### src/rtl/riscv_pkg.sv
// Shared pipeline encodings: EX-stage PC condition codes and hazard controller FSM states.
package riscv_pkg;

   localparam logic [1:0] PC_COND_NONE = 2'b00;
   localparam logic [1:0] PC_COND_BR   = 2'b01;
   localparam logic [1:0] PC_COND_JAL  = 2'b10;
   localparam logic [1:0] PC_COND_JALR = 2'b11;

   typedef enum logic [1:0] {
      RUN      = 2'b00,
      MEM_WAIT = 2'b01,
      ERR      = 2'b10
   } hazard_state_e;

endpackage

### src/rtl/pipeline_hazard_ctrl_sat_counter.sv
// Saturating up-counter: increments on inc and sticks at all-ones instead of wrapping.
module sat_counter #(
   parameter int W = 16
) (
   input  logic         clk,
   input  logic         rst_n,
   input  logic         inc,
   output logic [W-1:0] count
);

   // Count up while below all-ones
   always_ff @(posedge clk or negedge rst_n) begin
      if (!rst_n) begin
         count <= '0;
      end else if (inc && (count != {W{1'b1}})) begin
         count <= count + W'(1);
      end else begin
         count <= count;
      end
   end

endmodule

### src/rtl/pipeline_hazard_ctrl.sv
// Pipeline hazard sequencer: RAM-wait freeze, branch/jump redirect flush and load-use stall,
// with a RAM wait-time watchdog (sticky bus_error) and saturating stall/flush counters.
module pipeline_hazard_ctrl
   import riscv_pkg::*;
#(
   parameter int MEM_TIMEOUT = 16,
   parameter int CNT_W       = 16
) (
   input  logic             clk,
   input  logic             rst_n,
   input  logic [4:0]       id_rs1_addr,
   input  logic [4:0]       id_rs2_addr,
   input  logic             id_uses_rs1,
   input  logic             id_uses_rs2,
   input  logic [4:0]       ex_rd_addr,
   input  logic             ex_is_load,
   input  logic [1:0]       ex_pc_condition,
   input  logic             ex_branch_taken,
   input  logic             mem_req,
   input  logic             mem_ready,
   output logic             pc_hold,
   output logic             if_id_hold,
   output logic             if_id_flush,
   output logic             id_ex_hold,
   output logic             id_ex_flush,
   output logic             ex_mem_hold,
   output logic             mem_wb_flush,
   output logic             pc_redirect,
   output logic             bus_error,
   output logic [CNT_W-1:0] stall_cnt,
   output logic [CNT_W-1:0] flush_cnt
);

   localparam int WAIT_W = $clog2(MEM_TIMEOUT) + 1;

   hazard_state_e     state_r;
   logic [WAIT_W-1:0] wait_cnt_r;
   logic              bus_error_r;
   logic              freeze_s;
   logic              redirect_s;
   logic              load_use_s;

   // Hazard detection; rst_n gating keeps every control output low while reset is asserted
   always_comb begin
      freeze_s   = rst_n & ((state_r == ERR) | (mem_req & ~mem_ready));
      redirect_s = rst_n & (ex_pc_condition[1] |
                            ((ex_pc_condition == PC_COND_BR) & ex_branch_taken));
      load_use_s = rst_n & ex_is_load & (ex_rd_addr != 5'd0) &
                   ((id_uses_rs1 & (id_rs1_addr == ex_rd_addr)) |
                    (id_uses_rs2 & (id_rs2_addr == ex_rd_addr)));
   end

   // Priority resolution: freeze defers everything, redirect discards the ID instruction
   always_comb begin
      pc_hold      = 1'b0;
      if_id_hold   = 1'b0;
      if_id_flush  = 1'b0;
      id_ex_hold   = 1'b0;
      id_ex_flush  = 1'b0;
      ex_mem_hold  = 1'b0;
      mem_wb_flush = 1'b0;
      pc_redirect  = 1'b0;
      if (freeze_s) begin
         pc_hold      = 1'b1;
         if_id_hold   = 1'b1;
         id_ex_hold   = 1'b1;
         ex_mem_hold  = 1'b1;
         mem_wb_flush = 1'b1;
      end else if (redirect_s) begin
         pc_redirect  = 1'b1;
         if_id_flush  = 1'b1;
         id_ex_flush  = 1'b1;
      end else if (load_use_s) begin
         pc_hold      = 1'b1;
         if_id_hold   = 1'b1;
         id_ex_flush  = 1'b1;
      end else begin
         pc_hold      = 1'b0;
      end
   end

   // RAM wait watchdog; ERR is terminal until reset
   always_ff @(posedge clk or negedge rst_n) begin
      if (!rst_n) begin
         state_r     <= RUN;
         wait_cnt_r  <= '0;
         bus_error_r <= 1'b0;
      end else begin
         case (state_r)
            RUN: begin
               if (mem_req && !mem_ready) begin
                  state_r    <= MEM_WAIT;
                  wait_cnt_r <= WAIT_W'(1);
               end else begin
                  wait_cnt_r <= '0;
               end
            end
            MEM_WAIT: begin
               if (mem_ready) begin
                  state_r    <= RUN;
                  wait_cnt_r <= '0;
               end else if (wait_cnt_r == WAIT_W'(MEM_TIMEOUT - 1)) begin
                  state_r     <= ERR;
                  bus_error_r <= 1'b1;
               end else begin
                  wait_cnt_r <= wait_cnt_r + WAIT_W'(1);
               end
            end
            ERR: begin
               bus_error_r <= 1'b1;
            end
            default: begin
               state_r     <= ERR;
               bus_error_r <= 1'b1;
            end
         endcase
      end
   end

   assign bus_error = bus_error_r;

   sat_counter #(.W(CNT_W)) u_stall_cnt (
      .clk   (clk),
      .rst_n (rst_n),
      .inc   (pc_hold),
      .count (stall_cnt)
   );

   sat_counter #(.W(CNT_W)) u_flush_cnt (
      .clk   (clk),
      .rst_n (rst_n),
      .inc   (pc_redirect),
      .count (flush_cnt)
   );

endmodule
### config.mk
export PLATFORM = sky130hd
export DESIGN_NAME = pipeline_hazard_ctrl
export DESIGN_NICKNAME = d
export VERILOG_FILES = /design/src/rtl/riscv_pkg.sv /design/src/rtl/pipeline_hazard_ctrl_sat_counter.sv /design/src/rtl/pipeline_hazard_ctrl.sv
export SDC_FILE = /design/constraint.sdc
export NUM_CORES = 1
export LEC_CHECK = 0
export ABC_CLOCK_PERIOD_IN_PS = 1900
export BUFFER_PORTS_ARGS = -buffer_cell sky130_fd_sc_hd__buf_4
export CAP_MARGIN = 20
export CORE_MARGIN = 2
export CORE_UTILIZATION = 47
export CTS_CLUSTER_DIAMETER = 40
export DETAILED_ROUTE_END_ITERATION = 12
export PLACE_DENSITY = 0.76
export SKIP_CTS_REPAIR_TIMING = 1
export SLEW_MARGIN = 40
export SYNTH_ARGS = -nofsm -noshare
export SYNTH_HDL_FRONTEND = slang
export SYNTH_HIERARCHICAL = 1
export SYNTH_SLANG_ARGS = --single-unit
### constraint.sdc
create_clock -name clk -period 1.9 [get_ports clk]
set_input_delay 0.095 -clock clk [delete_from_list [all_inputs] [get_ports clk]]
set_output_delay 0.095 -clock clk [all_outputs]
set_load 0.01 [all_outputs]
* Word level (Yosys, flattened, before mapping)
Index checks and enable logic that the tools add are counted.
** Cells by class
- Divide/modulo/power cells :: 0
- Multiply operators :: 0
- Multiplexer cells :: 19
- Magnitude comparators :: 0
- Add/subtract/negate cells :: 3
- Bitwise operators :: 15
- Equal/unequal tests :: 13
- Reductions and logical operators :: 10
- Shift operators :: 0
** Operator list (count)
- $add 16x1->16 const B :: 2
- $ne 16x16->1 const B :: 2
- $mux 1 :: 11
- $eq 5x5->1 :: 2
- $mux 5 :: 2
- $pmux 5 s2 :: 1
- $and 1x1->1 :: 9
- $mux 2 :: 3
- $ne 2x2->1 const B :: 3
- $ne 3x3->1 const B :: 2
- $pmux 2 s3 :: 1
- $reduce_and 3->1 :: 2
- $add 5x1->5 const B :: 1
- $eq 5x4->1 const B :: 1
- $reduce_bool 5->1 :: 1
- $eq 2x1->1 const B :: 2
- $logic_and 1x1->1 :: 3
- $not 1->1 :: 3
- $or 1x1->1 :: 3
- $eq 2x2->1 const B :: 1
- $logic_not 2->1 :: 1
- $pmux 1 s2 :: 1
- $reduce_and 2->1 :: 1
- $reduce_bool 2->1 :: 1
- $logic_not 1->1 :: 1
** Storage, ports and cells
- Bits in registers :: 40
- Input port bits :: 25
- Bits in read-only memories :: 0
- Bits in writable memories :: 0
- Memories kept :: 0
- Bits in latches :: 0

* Longest topological paths before layout
- Depth after elaboration :: 8
- Depth in mapped cells :: 9
- Gate-level depth less buffers :: 8

* Modules after synthesis
Netlist, hierarchy kept.
** Modules (own cells, without submodules)
- sat_counter :: cells each 72, instances 2, seq. area each 400.4 um^2, area each 859.6 um^2
- pipeline_hazard_ctrl :: cells each 72, instances 1, seq. area each 200.2 um^2, area each 614.3 um^2

* Worst setup path before layout
OpenSTA, ideal clock, no wires.
- Path kind :: reg-to-reg
- From :: reg state_r[1]
- To :: reg u_flush_cnt.count[5]
- Data required time :: 1.781 ns
- Setup time :: 0.119 ns
- Arrival :: 2.096 ns
- Stages on the path, launching flop included :: 10
- Setup slack :: -0.314 ns
- Cell sequence :: dfrtp_1 > buf_2 > nor2b_1 > o21ai_1 > inv_1 > nor2_1 > and3_1 > and4_2 > o211ai_1 > o21a_1
** Between the ends
- Word-level cells in the longest chain between the ends :: 5
** Ends and longest elaborated chain
- start: declaration :: RTL line pipeline_hazard_ctrl.sv:36 : hazard_state_e state_r;
- start signal: assignment :: RTL line pipeline_hazard_ctrl.sv:85 : state_r <= RUN;
- start signal: assignment :: RTL line pipeline_hazard_ctrl.sv:92 : state_r <= MEM_WAIT;
- start signal: assignment :: RTL line pipeline_hazard_ctrl.sv:100 : state_r <= RUN;
- $eq 2x2->1 :: RTL line pipeline_hazard_ctrl.sv:45 : freeze_s = rst_n & ((state_r == ERR) | (mem_req & ~mem_ready));
- $or 1x1->1 :: RTL line pipeline_hazard_ctrl.sv:45
- $and 1x1->1 :: RTL line pipeline_hazard_ctrl.sv:45
- $mux 1
- net if_id_flush :: RTL line pipeline_hazard_ctrl.sv:23 : output logic if_id_flush,
- $logic_and 1x1->1 :: RTL line pipeline_hazard_ctrl_sat_counter.sv:15 : end else if (inc && (count != {W{1'b1}})) begin
- end signal: assignment :: RTL line pipeline_hazard_ctrl_sat_counter.sv:16 : count <= count + W'(1);
- end signal: assignment :: RTL line pipeline_hazard_ctrl_sat_counter.sv:18 : count <= count;
- end: declaration :: RTL line pipeline_hazard_ctrl_sat_counter.sv:8 : output logic [W-1:0] count
The timed path passes the listed nets, and every way through them passes these cells.
A chain may end at the register's enable or synchronous reset.

* Final worst setup path
- From :: reg state_r[1]
- To :: reg u_flush_cnt.count[10]
** Between the ends
- Word-level cells in the longest chain between the ends :: 5
** Ends and longest elaborated chain
- $eq 2x2->1 :: RTL line pipeline_hazard_ctrl.sv:45
- $or 1x1->1 :: RTL line pipeline_hazard_ctrl.sv:45
- $and 1x1->1 :: RTL line pipeline_hazard_ctrl.sv:45
- $mux 1 :: RTL line pipeline_hazard_ctrl.sv:63 : if (freeze_s) begin
- $logic_and 1x1->1 :: RTL line pipeline_hazard_ctrl_sat_counter.sv:15
Every way passes these cells.

==> key figures <==
Place
  – Placed inst area: 2975 sq um
  – DPL Wire Length: approximately 4200 um
  – Port bufs: between 60 and 70
  – Placed Cells: 355
  – Gpl congestion: approximately 0.85

Pwr
  – Leakage: roughly 1.5 nW
  – Pwr Total: about 2.3 mW
  – Peak VDD IR: between 0.4 and 0.5 mV
  – Pwr/cell area: 742.6 nW/um^2

Detailed routing
  – DR WL/cell: ~15 um
  – Vias per std cell: 5.499
  – Via count: between 2000 and 2500
  – DRT antenna net count: 0
  – Initial DRC count: about 130
  – Drt drc: 0
  – Routed Wire Length: approximately 5600 um
  – Router iterations before antenna repair: 4

Yosys
  – Cell variety after synth: between 40 and 50
  – Post-Syn Nets: between 200 and 250
  – Sequential area share after synthesis: 0.4290
  – Yosys reg bits: 40
  – Synth Cell Area: roughly 2300 sq um
  – Synth area leader: dfrtp_1
  – Synth area leaders: dfrtp_1 (43%), nand4_1 (5.1%), xnor2_1 (4.5%)
  – Synth top area share: 0.4290
  – Cell count after synthesis: roughly 220
  – Syn_area_per_cell: 10.80 sq um
  – Synth warn: 6

Critical path
  – CP Class: flop to flop
  – Worst-path fanout max: 6
  – Endpoint type of the worst setup path: flop
  – Crit path from: state_r[1]$_DFFE_PN0P_
  – Crit start category: flop
  – CP Data Required Time: approximately 2.1 ns
  – Reg-to-Reg Start: state_r[1]$_DFFE_PN0P_
  – Crit path DAT: 1.96 ns

Cells and area
  – Antenna diodes: 0
  – Layout cell share with drive strength beyond 1: 0.3874
  – Most common cell after layout, fill and taps aside: buf_4
  – Nets: 330
  – Area Growth Syn to Fin: 34.10%
  – Fillcell total: 393
  – Final Instance Area: between 3000 and 4000 sq um
  – Cell Count, Final, Fillers Out: between 300 and 400
  – Most frequent cells in the layout: buf_4 (83), dfrtp_1 (40), nand4_1 (19)

Die
  – Chip Height: 74.46 um
  – Row count: 25
  – I/O Pins: 66
  – Core area: 4755 sq um
  – Die extent in x: 74.46 um
  – Initial core utilization: 0.4908
  – Die area: about 5500 sq um

STA
  – Slew Viols, Final: 0
  – Slew margin rel.: 0.7415
  – Worst-margin pin slew: between 0.3 and 0.4 ns
  – Min Hold Slack: -0.004786 ns
  – Worst Clk Skew: ~0.0094 ns
  – Setup violators final: 0
  – Final min period: around 1.8 ns
  – Final hold violation count: 1
  – F_max: roughly 560 MHz
  – Final period utilization: 0.9415
  – RSZ-0062 raised after global routing: true

Global route
  – GRT overflow: 0
  – Gr usage total: 0.2170
  – First-pass GRT wire length: 9356 um
  – Vias in the first global route: between 2000 and 2500
  – Largest net degree at the start of global routing: 29
  – Antenna violations before repair: 0

Clocking
  – CTS root buf: clkbuf_8
  – H-tree depth: 2
  – Num CTS Buffers: 5
  – Skew-Pair Late Insertion Delay: between 0.2 and 0.3 ns
  – Max Root-Sink Buffers: 2
  – # clock sinks: 40
  – CTS tree: done
  – CTS clk-pin slew, worst paths: roughly 0.08 ns

Worst hold path
  – Hold_sp: mem_ready
  – Worst min path class: input port to flop

Status
  – Failing checks: hold timing
  – Status: finished with violations

Run
  – Max-cap viol count: 0
-- final cells by class --
cell class / instances / area, sq um / share of cell area
Timing Repair Buffer: 84 / 633.1 / 0.2023
Multi-Input combinational cell: 166 / 1309 / 0.4182
Tap cell: 67 / 83.83 / 0.02679
Clock inverter: 3 / 18.77 / 0.005998
Sequential cell: 40 / 1001 / 0.3199
Inverter: 4 / 15.01 / 0.004798
Clock buffer: 5 / 68.82 / 0.02199
-- critical path: stages (launching register included) --
cell,delay (ns)
dfrtp_1,0.38
nor2b_4,0.13
o21ai_2,0.16
inv_2,0.07
nor2_4,0.21
nand2_4,0.09
buf_4,0.15
nor3_2,0.19
nand4_1,0.14
xnor2_1,0.15
-- power breakdown --
part           switching (mW)  leakage [nW]  internal [mW]  total (mW)
sequential              0.192         0.540          0.958        1.15
combinational           0.287         0.913          0.324       0.612
clock                   0.307        0.0479          0.256       0.563
total                   0.786          1.50           1.54        2.32
-- synthesized netlist by cell type (all sizes together) --
| master | n |
|---|---|
| o21ai | 8 |
| nand3 | 12 |
| o31ai | 3 |
| a32oi | 3 |
| nand2 | 12 |
| inv | 4 |
| nand2b | 1 |
| mux2 | 2 |
| a21oi | 7 |
| ha | 4 |
| a22o | 2 |
| xor2 | 12 |
| and4 | 6 |
| buf | 5 |
| a21o | 3 |
| and3 | 5 |
| nor2b | 3 |
| o22ai | 1 |
| o21a | 11 |
| or3 | 1 |
| and2 | 1 |
| a2111oi | 1 |
| or2 | 1 |
| clkbuf | 1 |
| xnor2 | 12 |
| nand4 | 23 |
| nor4 | 6 |
| o211ai | 2 |
| a22oi | 1 |
| and4b | 2 |
| nor3 | 5 |
| nor2 | 10 |
| dfrtp | 40 |
| a31oi | 6 |
-- state kept, by name (all words and copies together) (netlist names) --
register / cells
bus_error: 1
state_r: 2
u_flush_cnt/count: 16
u_stall_cnt/count: 16
wait_cnt_r: 5
-- through the flow --
step	setup TNS, ns	setup WS, ns	util
final	0	0.1112	0.6582
after global routing	-0.04835	-0.02494	0.6582
after global placement	0	0.009847	0.6258
after floorplan	-0.1561	-0.06292	-
after detailed placement	-0.2465	-0.06672	0.6258
after CTS	0	0.1435	0.6442
-- worst paths after layout --
| check | end | slack, ns | cells past startpoint |
|---|---|---|---|
| min reg2reg | bus_error$_DFFE_PN0P_ | 0.50 | 1 |
| max reg2reg | u_flush_cnt/count[10]$_DFFE_PN0P_ | 0.11 | 9 |
| min in group asynchronous | wait_cnt_r[0]$_DFFE_PN0P_ | 0.39 | 3 |
| min | state_r[0]$_DFFE_PN0P_ | -0.005 | 2 |
| max | u_flush_cnt/count[10]$_DFFE_PN0P_ | 0.11 | 9 |
| max in group asynchronous | u_stall_cnt/count[3]$_DFFE_PN0P_ | 1.16 | 3 |
-- cell families after synthesis --
kind of cell	count (synthesis)	share of synthesized area
multiplexers	2	0.009651
buffers and inverters	10	0.02305
AND/OR/NAND/NOR	88	0.2772
adder cells (fa/ha/maj)	4	0.02145
flip-flops	40	0.4290
XOR/XNOR	24	0.09008
AO/OA/AOI/OAI	48	0.1496
-- metal layers --
| layer | global-route usage | up-vias | wire length, um |
|---|---|---|---|
| met5 | 0 | - | 0 |
| met4 | 0.05754 | 0 | 80 |
| met3 | 0.04878 | 8 | 251 |
| met2 | 0.3618 | 50 | 2690 |
| met1 | 0.2860 | 976 | 2529 |
| li1 | - | 995 | - |
(Power assumes the default switching activity.)
